[src/rtl/cell_pos_reader.sv]
// rtl/cell_pos_reader.sv - streams {posz,posy,posx} words of one position cell memory; CELL_READER_CLAMP_EN clamps the count
module cell_pos_reader #(
  parameter int DATA_WIDTH   = 96,
  parameter int ADDR_WIDTH   = 8,
  parameter int PARTICLE_NUM = 220
) (
  input  logic                  clk,
  input  logic                  rst,
  input  logic                  start,
  output logic                  busy,
  output logic                  done,
  output logic [ADDR_WIDTH-1:0] particle_count,
  output logic [ADDR_WIDTH-1:0] mem_addr,
  output logic                  mem_rden,
  input  logic [DATA_WIDTH-1:0] mem_q,
  output logic                  out_valid,
  input  logic                  out_ready,
  output logic [DATA_WIDTH-1:0] out_data,
  output logic [ADDR_WIDTH-1:0] out_pid,
  output logic                  out_last
);

  typedef enum logic [2:0] {IDLE, CNT_REQ, CNT_WAIT, STREAM, FIN} state_t;

  state_t                state_q, state_d;
  logic                  wait_q, wait_d;
  logic [ADDR_WIDTH-1:0] count_q, count_d;
  // one bit wider so the issue pointer can step past a count of 2**ADDR_WIDTH-1
  logic [ADDR_WIDTH:0]   next_addr_q, next_addr_d;
  logic [1:0]            inf_vld_q, inf_vld_d;
  logic [ADDR_WIDTH-1:0] inf_addr_q [2];
  logic [ADDR_WIDTH-1:0] inf_addr_d [2];
  logic [DATA_WIDTH-1:0] fifo_data_q [4];
  logic [DATA_WIDTH-1:0] fifo_data_d [4];
  logic [ADDR_WIDTH-1:0] fifo_pid_q [4];
  logic [ADDR_WIDTH-1:0] fifo_pid_d [4];
  logic [3:0]            fifo_last_q, fifo_last_d;
  logic [1:0]            wr_ptr_q, wr_ptr_d, rd_ptr_q, rd_ptr_d;
  logic [2:0]            fifo_count_q, fifo_count_d;
  logic [2:0]            inflight;
  logic                  issue, push, pop, clear;
  logic [ADDR_WIDTH-1:0] count_in;

  // count word as it will be latched (optionally limited to the memory depth)
`ifdef CELL_READER_CLAMP_EN
  localparam logic [ADDR_WIDTH-1:0] MAX_COUNT = ADDR_WIDTH'(PARTICLE_NUM - 1);
  assign count_in = (mem_q[ADDR_WIDTH-1:0] > MAX_COUNT) ? MAX_COUNT : mem_q[ADDR_WIDTH-1:0];
`else
  assign count_in = mem_q[ADDR_WIDTH-1:0];
`endif

  // stream side: head of the FIFO, zeroed while empty
  always_comb begin
    out_valid = (fifo_count_q != 3'd0);
    out_data  = out_valid ? fifo_data_q[rd_ptr_q] : '0;
    out_pid   = out_valid ? fifo_pid_q[rd_ptr_q] : '0;
    out_last  = out_valid & fifo_last_q[rd_ptr_q];
    pop       = out_valid & out_ready;
    push      = inf_vld_q[1];
    inflight  = {2'b00, inf_vld_q[0]} + {2'b00, inf_vld_q[1]};
  end

  // FSM next state, memory requests and credit-gated issue
  always_comb begin
    state_d     = state_q;
    wait_d      = wait_q;
    count_d     = count_q;
    next_addr_d = next_addr_q;
    issue       = 1'b0;
    clear       = 1'b0;
    busy        = 1'b0;
    done        = 1'b0;
    mem_rden    = 1'b0;
    mem_addr    = '0;
    case (state_q)
      IDLE: begin
        if (start) begin
          state_d = CNT_REQ;
          count_d = '0;
          clear   = 1'b1;
        end
      end
      CNT_REQ: begin
        busy     = 1'b1;
        mem_rden = 1'b1;
        wait_d   = 1'b0;
        state_d  = CNT_WAIT;
      end
      CNT_WAIT: begin
        busy   = 1'b1;
        wait_d = 1'b1;
        if (wait_q) begin
          wait_d  = 1'b0;
          count_d = count_in;
          if (count_in == '0) begin
            state_d = FIN;
          end else begin
            next_addr_d = (ADDR_WIDTH+1)'(1);
            state_d     = STREAM;
          end
        end
      end
      STREAM: begin
        busy = 1'b1;
        // FIFO entries plus reads still in the memory pipe never exceed 4
        if ((next_addr_q <= {1'b0, count_q}) && ((fifo_count_q + inflight) < 3'd4)) begin
          issue       = 1'b1;
          mem_rden    = 1'b1;
          mem_addr    = next_addr_q[ADDR_WIDTH-1:0];
          next_addr_d = next_addr_q + 1'b1;
        end
        if (pop && out_last) begin
          state_d = FIN;
        end
      end
      FIN: begin
        done    = 1'b1;
        state_d = IDLE;
      end
      default: state_d = IDLE;
    endcase
  end

  // in-flight tracker and 4-entry output FIFO
  always_comb begin
    inf_vld_d     = {inf_vld_q[0], issue};
    inf_addr_d[0] = mem_addr;
    inf_addr_d[1] = inf_addr_q[0];
    fifo_data_d   = fifo_data_q;
    fifo_pid_d    = fifo_pid_q;
    fifo_last_d   = fifo_last_q;
    wr_ptr_d      = wr_ptr_q;
    rd_ptr_d      = rd_ptr_q;
    fifo_count_d  = fifo_count_q;
    if (push) begin
      fifo_data_d[wr_ptr_q] = mem_q;
      fifo_pid_d[wr_ptr_q]  = inf_addr_q[1];
      fifo_last_d[wr_ptr_q] = (inf_addr_q[1] == count_q);
      wr_ptr_d              = wr_ptr_q + 2'd1;
    end
    if (pop) begin
      rd_ptr_d = rd_ptr_q + 2'd1;
    end
    case ({push, pop})
      2'b10:   fifo_count_d = fifo_count_q + 3'd1;
      2'b01:   fifo_count_d = fifo_count_q - 3'd1;
      default: fifo_count_d = fifo_count_q;
    endcase
    if (clear) begin
      inf_vld_d    = '0;
      wr_ptr_d     = '0;
      rd_ptr_d     = '0;
      fifo_count_d = '0;
    end
  end

  // state registers; reset drops in-flight reads so their data is never pushed
  always_ff @(posedge clk or posedge rst) begin
    if (rst) begin
      state_q      <= IDLE;
      wait_q       <= 1'b0;
      count_q      <= '0;
      next_addr_q  <= '0;
      inf_vld_q    <= '0;
      fifo_last_q  <= '0;
      wr_ptr_q     <= '0;
      rd_ptr_q     <= '0;
      fifo_count_q <= '0;
      for (int i = 0; i < 2; i++) inf_addr_q[i] <= '0;
      for (int i = 0; i < 4; i++) begin
        fifo_data_q[i] <= '0;
        fifo_pid_q[i]  <= '0;
      end
    end else begin
      state_q      <= state_d;
      wait_q       <= wait_d;
      count_q      <= count_d;
      next_addr_q  <= next_addr_d;
      inf_vld_q    <= inf_vld_d;
      inf_addr_q   <= inf_addr_d;
      fifo_data_q  <= fifo_data_d;
      fifo_pid_q   <= fifo_pid_d;
      fifo_last_q  <= fifo_last_d;
      wr_ptr_q     <= wr_ptr_d;
      rd_ptr_q     <= rd_ptr_d;
      fifo_count_q <= fifo_count_d;
    end
  end

  assign particle_count = count_q;

  // a return landing in a full FIFO means the credit accounting is broken
  assert property (@(posedge clk) disable iff (rst) !(push && (fifo_count_q == 3'd4)));

endmodule

[config.mk]
export PLATFORM = sky130hd
export DESIGN_NAME = cell_pos_reader
export DESIGN_NICKNAME = d
export VERILOG_FILES = /design/src/rtl/cell_pos_reader.sv
export SDC_FILE = /design/constraint.sdc
export NUM_CORES = 1
export LEC_CHECK = 0
export ABC_AREA = 1
export CORE_ASPECT_RATIO = 0.7
export CORE_MARGIN = 1
export CORE_UTILIZATION = 60
export DETAILED_ROUTE_END_ITERATION = 10
export PLACE_DENSITY = 0.85
export SLEW_MARGIN = 20
export SYNTH_ARGS = -nofsm -noshare
export SYNTH_HDL_FRONTEND = slang
export SYNTH_SLANG_ARGS = --single-unit
[constraint.sdc]
create_clock -name clk -period 40.9 [get_ports clk]
set_input_delay 8.18 -clock clk [delete_from_list [all_inputs] [get_ports clk]]
set_output_delay 8.18 -clock clk [all_outputs]
set_load 0.1 [all_outputs]
==> impl_results.md, run 1 <==
- Status: completed
- Final ANT Viol Nets: 0
- Grt ovf: 0
- Clock skew: 0.0144 ns
- Area of the core: between 30000 and 40000 um^2
- Fin crit period: roughly 13 ns
- Reg2Reg Setup Slack: around 37 ns
- Clock Tree Root: clkbuf_16
- TritonCTS clock tree: yes
- Synthesized net count: between 2k and 3k
- Top cells by count, synth: 638 x o21ai_0, 487 x nand2_1, 466 x dfrtp_1
- Longest Clk Path Bufs: 3
- Starting Density: 61.8%
- Antenna violations before repair: 0
- Fin crit share: between 30% and 40%
- Most numerous cell in the Yosys netlist: o21ai_0
- Largest net degree at the start of global routing: around 180
- Final core utilization: roughly 73%
- Req. time, crit path: ~33 ns
- Total Negative Setup Slacks: 0 ns
- Row count: 56
- FF-to-FF path depth: 10
- Main flop type after synthesis: dfrtp_1
- # diodes: 0
- Peak Freq: roughly 0.075 GHz
- CP Data Arrival Time: between 5 and 6 ns
- # setup viols final: 0
- I/O pin count: between 200 and 250
- First-pass GRT wire length: just under 90000 um
- Synth top area cells: dfrtp_1 56%, o21ai_0 15%, nand2_1 8.7%
- Clock slew at reported path FFs: 0.07 ns
- RR Endpoint: state_q[2]$_DFFE_PP0P_
- Initial drt markers: 2013
- DR vias/cell: just under 6
- Placer Congestion: about 0.8
- Hold path startpoint: inf_addr_d[0]$_DFF_PP0_
- # hold bufs at CTS: 0
- H-tree Lvls: 2
- Final Slew Violations: 0
- RSZ-0062 raised after global routing: false
- DRC viols: 0
- Ratio of cells with drive above 1 in the final layout: slightly above 4%
- Die H: about 160 um
- Post-CTS setup buffer count: 0
- Post-Layout Cell Count: 3166
- Syn Inst Count: ~2.6k
- Rel. slew slack: a little under a quarter
- Post-detail-place hpwl: just over 30000 um
- Avg Cell Area, Syn: just over 8 um^2
- Placed Cells incl. Taps: 3089
- Final nets: 2785
- Max stage delay on crit path: 1.22 ns
- GRT Util Overall: between 30% and 40%
- 1st-pass router iterations: 6
- Critical Path, Cell by Cell: buf_4 -> buf_4 -> nor2_1 -> nor2_1 -> o21ai_0 -> a21oi_1 -> clkdlybuf4s50_1
- WL per Instance: approximately 17 um
- Setup CP Type: reg -> out
- Port buffer count: roughly 220
- Max-Cap Viols: 0
- Final hold viol count: 0
- Worst setup SP type: register
- Ys Warns: 0
- Crit end category: output port
- Crit path launch: rd_ptr_q[0]$_DFFE_PP0P_
- Layout area overhead: 18.1%
- Number of synthesized flops with an enable pin: 0
- Worst-Margin Slew: 1.15 ns
- Worst hold endpoint: inf_addr_q[0]$_DFF_PP0_
- Routed vias: 18.2k
- Post_cts resized: 0
- Vias in the first global route: between 15k and 20k
- Overall die width: 225 um
- Total CTS buffers: 43
- Worst Hold Class: reg -> reg
- R2r startpoint: rd_ptr_q[0]$_DFFE_PP0P_
- Clock sink count: around 470
- #FFs+latches synth: 466
- Depth of the worst hold-timing path: 0
- Cell variety after synth: 32
- Worst path slowest cell: clkdlybuf4s50_1
- Critical path peak fanout: 100
- Post-synth design cell area: 21000 um^2
- Die area: about 36000 um^2
- Async S/R FF share, synth: between 90% and 100%
- Yosys top cell area share: between 50% and 60%
- Synth area leader: dfrtp_1
- Post-synthesis sequential area ratio: between 50% and 60%
- Final WL: roughly 54000 um
- Clk_lat worst skew: 0.55 ns
[logic make-up after synthesis]
kind of cell | synth area share [%]
and+or+nand+nor | 18.2
AOI/OAI and AO/OA | 18.3
DFF | 55.6
buffers and inverters | 6.60
adders and majority gates | 0.931
xor gates and xnor gates | 0.334
[final cells by class]
| type | count | area (um^2) |
|---|---|---|
| fill | 2507 | 9170 |
| sequential | 466 | 11700 |
| multi-input combinational | 1772 | 7940 |
| clock buffer | 51 | 1170 |
| timing repair buffer | 238 | 2370 |
| inverter | 149 | 572 |
| tap | 464 | 581 |
| clock inverter | 26 | 448 |
[layout by cell type, fill, tap and decap left out, drive strengths merged]
cell / instances
o21ai: 642
nand2: 490
dfrtp: 466
nor2: 453
clkdlybuf4s50: 224
inv: 148
a21oi: 116
clkbuf: 51
nand3: 28
ha: 14
buf: 14
bufinv: 12
clkinv: 11
xor2: 7
nand4: 5
nor3: 5
nand3b: 4
clkinvlp: 4
nor4: 2
o211ai: 2
a21o: 1
or2: 1
xnor2: 1
fa: 1
[state kept, by name (all words and copies together), names as in the netlist]
signal and cells:
inf_addr_q 8, wait_q 1, inf_addr_d 8, fifo_last_q 4, fifo_count_q 3, fifo_data_q 384
rd_ptr_q 2, inf_vld_q 2, next_addr_q 9, fifo_pid_q 32, state_q 3, wr_ptr_q 2
particle_count 8
[worst max-delay path: cells and delay by family, from the launching register on]
family / cells / cell delay [ns]
buffers and inverters: 3 / 3.04
DFF: 1 / 0.63
AOI/OAI and AO/OA: 2 / 0.43
and+or+nand+nor: 2 / 0.31
[worst max-delay path by stage]
stage / endpoint / cells past startpoint / slack (ns)
floorplan: fifo_count_q[0]$_DFFE_PP0P_ / 1 / 19.72
global placement: out_data[65] / 7 / 28.44
detailed placement: out_data[76] / 7 / 28.42
CTS: out_data[76] / 7 / 27.78
global route: out_data[65] / 7 / 27.52
finish: out_data[76] / 7 / 27.64
[through the flow]
stage | cell area [um^2] | worst slack, ns | hold WS [ns]
floorplan | 21000 | 19.72 | 0.331
global placement | 23100 | 28.44 | 0.333
detailed placement | 23100 | 28.42 | 0.336
CTS | 24700 | 27.78 | 0.351
global route | 24700 | 27.52 | 0.356
finish | 24700 | 27.64 | 0.349
[layer usage]
layer,up-vias,track usage (%),part of all wire [%]
li1,8499,-,-
met1,8808,42.1,42
met2,832,50.8,48
met3,110,5.33,7.8
met4,0,9.49,2.2
met5,-,0,0
Power of run 1 is left out: the tool's default activity adds up to more than one toggle a clock period on the data nets, which glitch-free logic cannot reach.
==> run 2: changes to the inputs <==
--- a/config.mk
+++ b/config.mk
@@ -8,9 +8,9 @@
 export ABC_AREA = 1
 export CORE_ASPECT_RATIO = 0.7
 export CORE_MARGIN = 1
-export CORE_UTILIZATION = 60
+export CORE_UTILIZATION = 57
 export DETAILED_ROUTE_END_ITERATION = 10
-export PLACE_DENSITY = 0.85
+export PLACE_DENSITY = 0.81
 export SLEW_MARGIN = 20
 export SYNTH_ARGS = -nofsm -noshare
 export SYNTH_HDL_FRONTEND = slang
==> constraint.sdc (replaced) <==
create_clock -name clk -period 12.3 [get_ports clk]
set_input_delay 2.46 -clock clk [delete_from_list [all_inputs] [get_ports clk]]
set_output_delay 2.46 -clock clk [all_outputs]
set_load 0.1 [all_outputs]
==> impl_results.md, run 2 (synthesis results as in run 1) <==
- Status: completed
- Clock skew: 0.0170 ns
- Starting Density: 58.1%
- Commonest non-fill, non-tap cells in the layout: 638 x o21ai_0, 483 x nand2_1, 464 x dfrtp_1
- Reg2Reg Setup Slack: around 9.5 ns
- H-tree Lvls: 2
- I/O pin count: roughly 230
- Crit end category: output port
- CP Data Arrival Time: approximately 4.9 ns
- Largest register FFs: around 380
- Layout area overhead: 18.0%
- # setup viols final: 0
- Routed vias: 17.9k
- Post_cts resized: 0
- TritonCTS clock tree: yes
- Initial drt markers: roughly 1.8k
- Overall die width: 231 um
- Die H: between 150 and 200 um
- Clock slew at reported path FFs: about 0.060 ns
- Final hold viol count: 0
- Req. time, crit path: about 10 ns
- Fin crit period: between 7 and 8 ns
- Port buffer count: around 220
- Row count: between 50 and 60
- Max stage delay on crit path: around 1.2 ns
- Worst path slowest cell: clkdlybuf4s50_1
- 1st-pass router iterations: 5
- Total Negative Setup Slacks: 0 ns
- Largest regs: fifo_data_q (384), fifo_pid_q (32), next_addr_q (9)
- Worst Hold Class: reg -> reg
- WL per Instance: roughly 17 um
- Post-Layout Cell Count: 3189
- Clock sink count: ~470
- GRT Util Overall: 29.3%
- Ratio of cells with drive above 1 in the final layout: 3.99%
- Reg with most FFs: fifo_data_q
- Peak Freq: ~0.14 GHz
- Final nets: around 2.8k
- Grt ovf: 0
- Worst-Margin Slew: between 1 and 1.5 ns
- Setup CP Type: reg -> out
- DR vias/cell: ~5.6
- Antenna violations before repair: 2
- # hold bufs at CTS: 0
- Longest Clk Path Bufs: 3
- Final ANT Viol Nets: 0
- Placed Cells incl. Taps: 3105
- Post-CTS setup buffer count: 0
- Largest net degree at the start of global routing: between 150 and 200
- Total CTS buffers: between 40 and 50
- Worst setup SP type: register
- RSZ-0062 raised after global routing: false
- Fin crit share: 60.1%
- Most common cell after layout, fill and taps aside: o21ai_0
- Final WL: approximately 54000 um
- Critical Path, Cell by Cell: inv_4 -> buf_4 -> o21ai_0 -> a21oi_1 -> clkdlybuf4s50_1
- Die area: 37500 um^2
- Clock Tree Root: clkbuf_16
- Critical path peak fanout: approximately 120
- Area of the core: 36100 um^2
- DRC viols: 0
- Final Slew Violations: 0
- Vias in the first global route: 17.7k
- Max-Cap Viols: 0
- Placer Congestion: about 0.86
- Clk_lat worst skew: around 0.55 ns
- Post-detail-place hpwl: about 32000 um
- First-pass GRT wire length: between 80000 and 90000 um
- Rel. slew slack: approximately 27%
==> run 2: changes by cell type in the layout (fill, tap and decap cells not counted), sizes merged <==
cell | previous run | this run
clkinv | 11 | 7
bufinv | 12 | 3
clkbuf | 51 | 70
clkinvlp | 4 | 2
diode | 0 | 2
buf | 14 | 15
==> run 2: final cells by class <==
type / instances / area (um^2)
diodes: 2 / 5.00
fillers: 2846 / 11300
clock buffers: 70 / 1390
multi-input cells: 1772 / 7940
repair buffers: 239 / 2410
inverters: 149 / 568
clock inverters: 11 / 140
flip-flops and latches: 466 / 11700
well taps: 480 / 601
==> run 2: metal layers <==
metal / track usage, % / wire (um) / up-vias
met1: 41.0 / 23400 / 8587
met2: 45.9 / 24800 / 720
met4: 10.8 / 1630 / 0
li1: - / - / 8500
met5: 0 / 0 / -
met3: 5.50 / 4020 / 116
==> run 2: critical path: cells and delay by family, from the launching register on <==
kind                   cells  cell delay, ns
DFF                        1            0.78
AOI/OAI and AO/OA          2            0.63
buffers and inverters      3            2.90
==> run 2: worst paths after layout <==
check / start / cells past startpoint / end
worst max-delay path: rd_ptr_q[0]$_DFFE_PP0P_ / 5 / out_data[15]
worst min-delay path: inf_addr_d[0]$_DFF_PP0_ / 0 / inf_addr_q[0]$_DFF_PP0_
worst max register to register: wr_ptr_q[0]$_DFFE_PP0P_ / 5 / fifo_last_q[3]$_DFFE_PP0P_
worst min register to register: inf_addr_d[0]$_DFF_PP0_ / 0 / inf_addr_q[0]$_DFF_PP0_
max in group asynchronous: rst / 4 / fifo_data_q[129]$_DFFE_PP0P_
min in group asynchronous: rst / 2 / fifo_data_q[285]$_DFFE_PP0P_
==> run 2: per-stage QoR <==
step | hold WS [ns] | worst slack, ns | area, um^2 | util (%)
finish | 0.350 | 4.91 | 24700 | 68.6
detailed placement | 0.338 | 5.50 | 23100 | 64.2
floorplan | 0.331 | 3.53 | 21000 | -
global placement | 0.332 | 5.68 | 23100 | 64.2
CTS | 0.354 | 4.86 | 24700 | 68.4
global route | 0.357 | 4.62 | 24700 | 68.6
Power of run 2 is left out for the same reason.
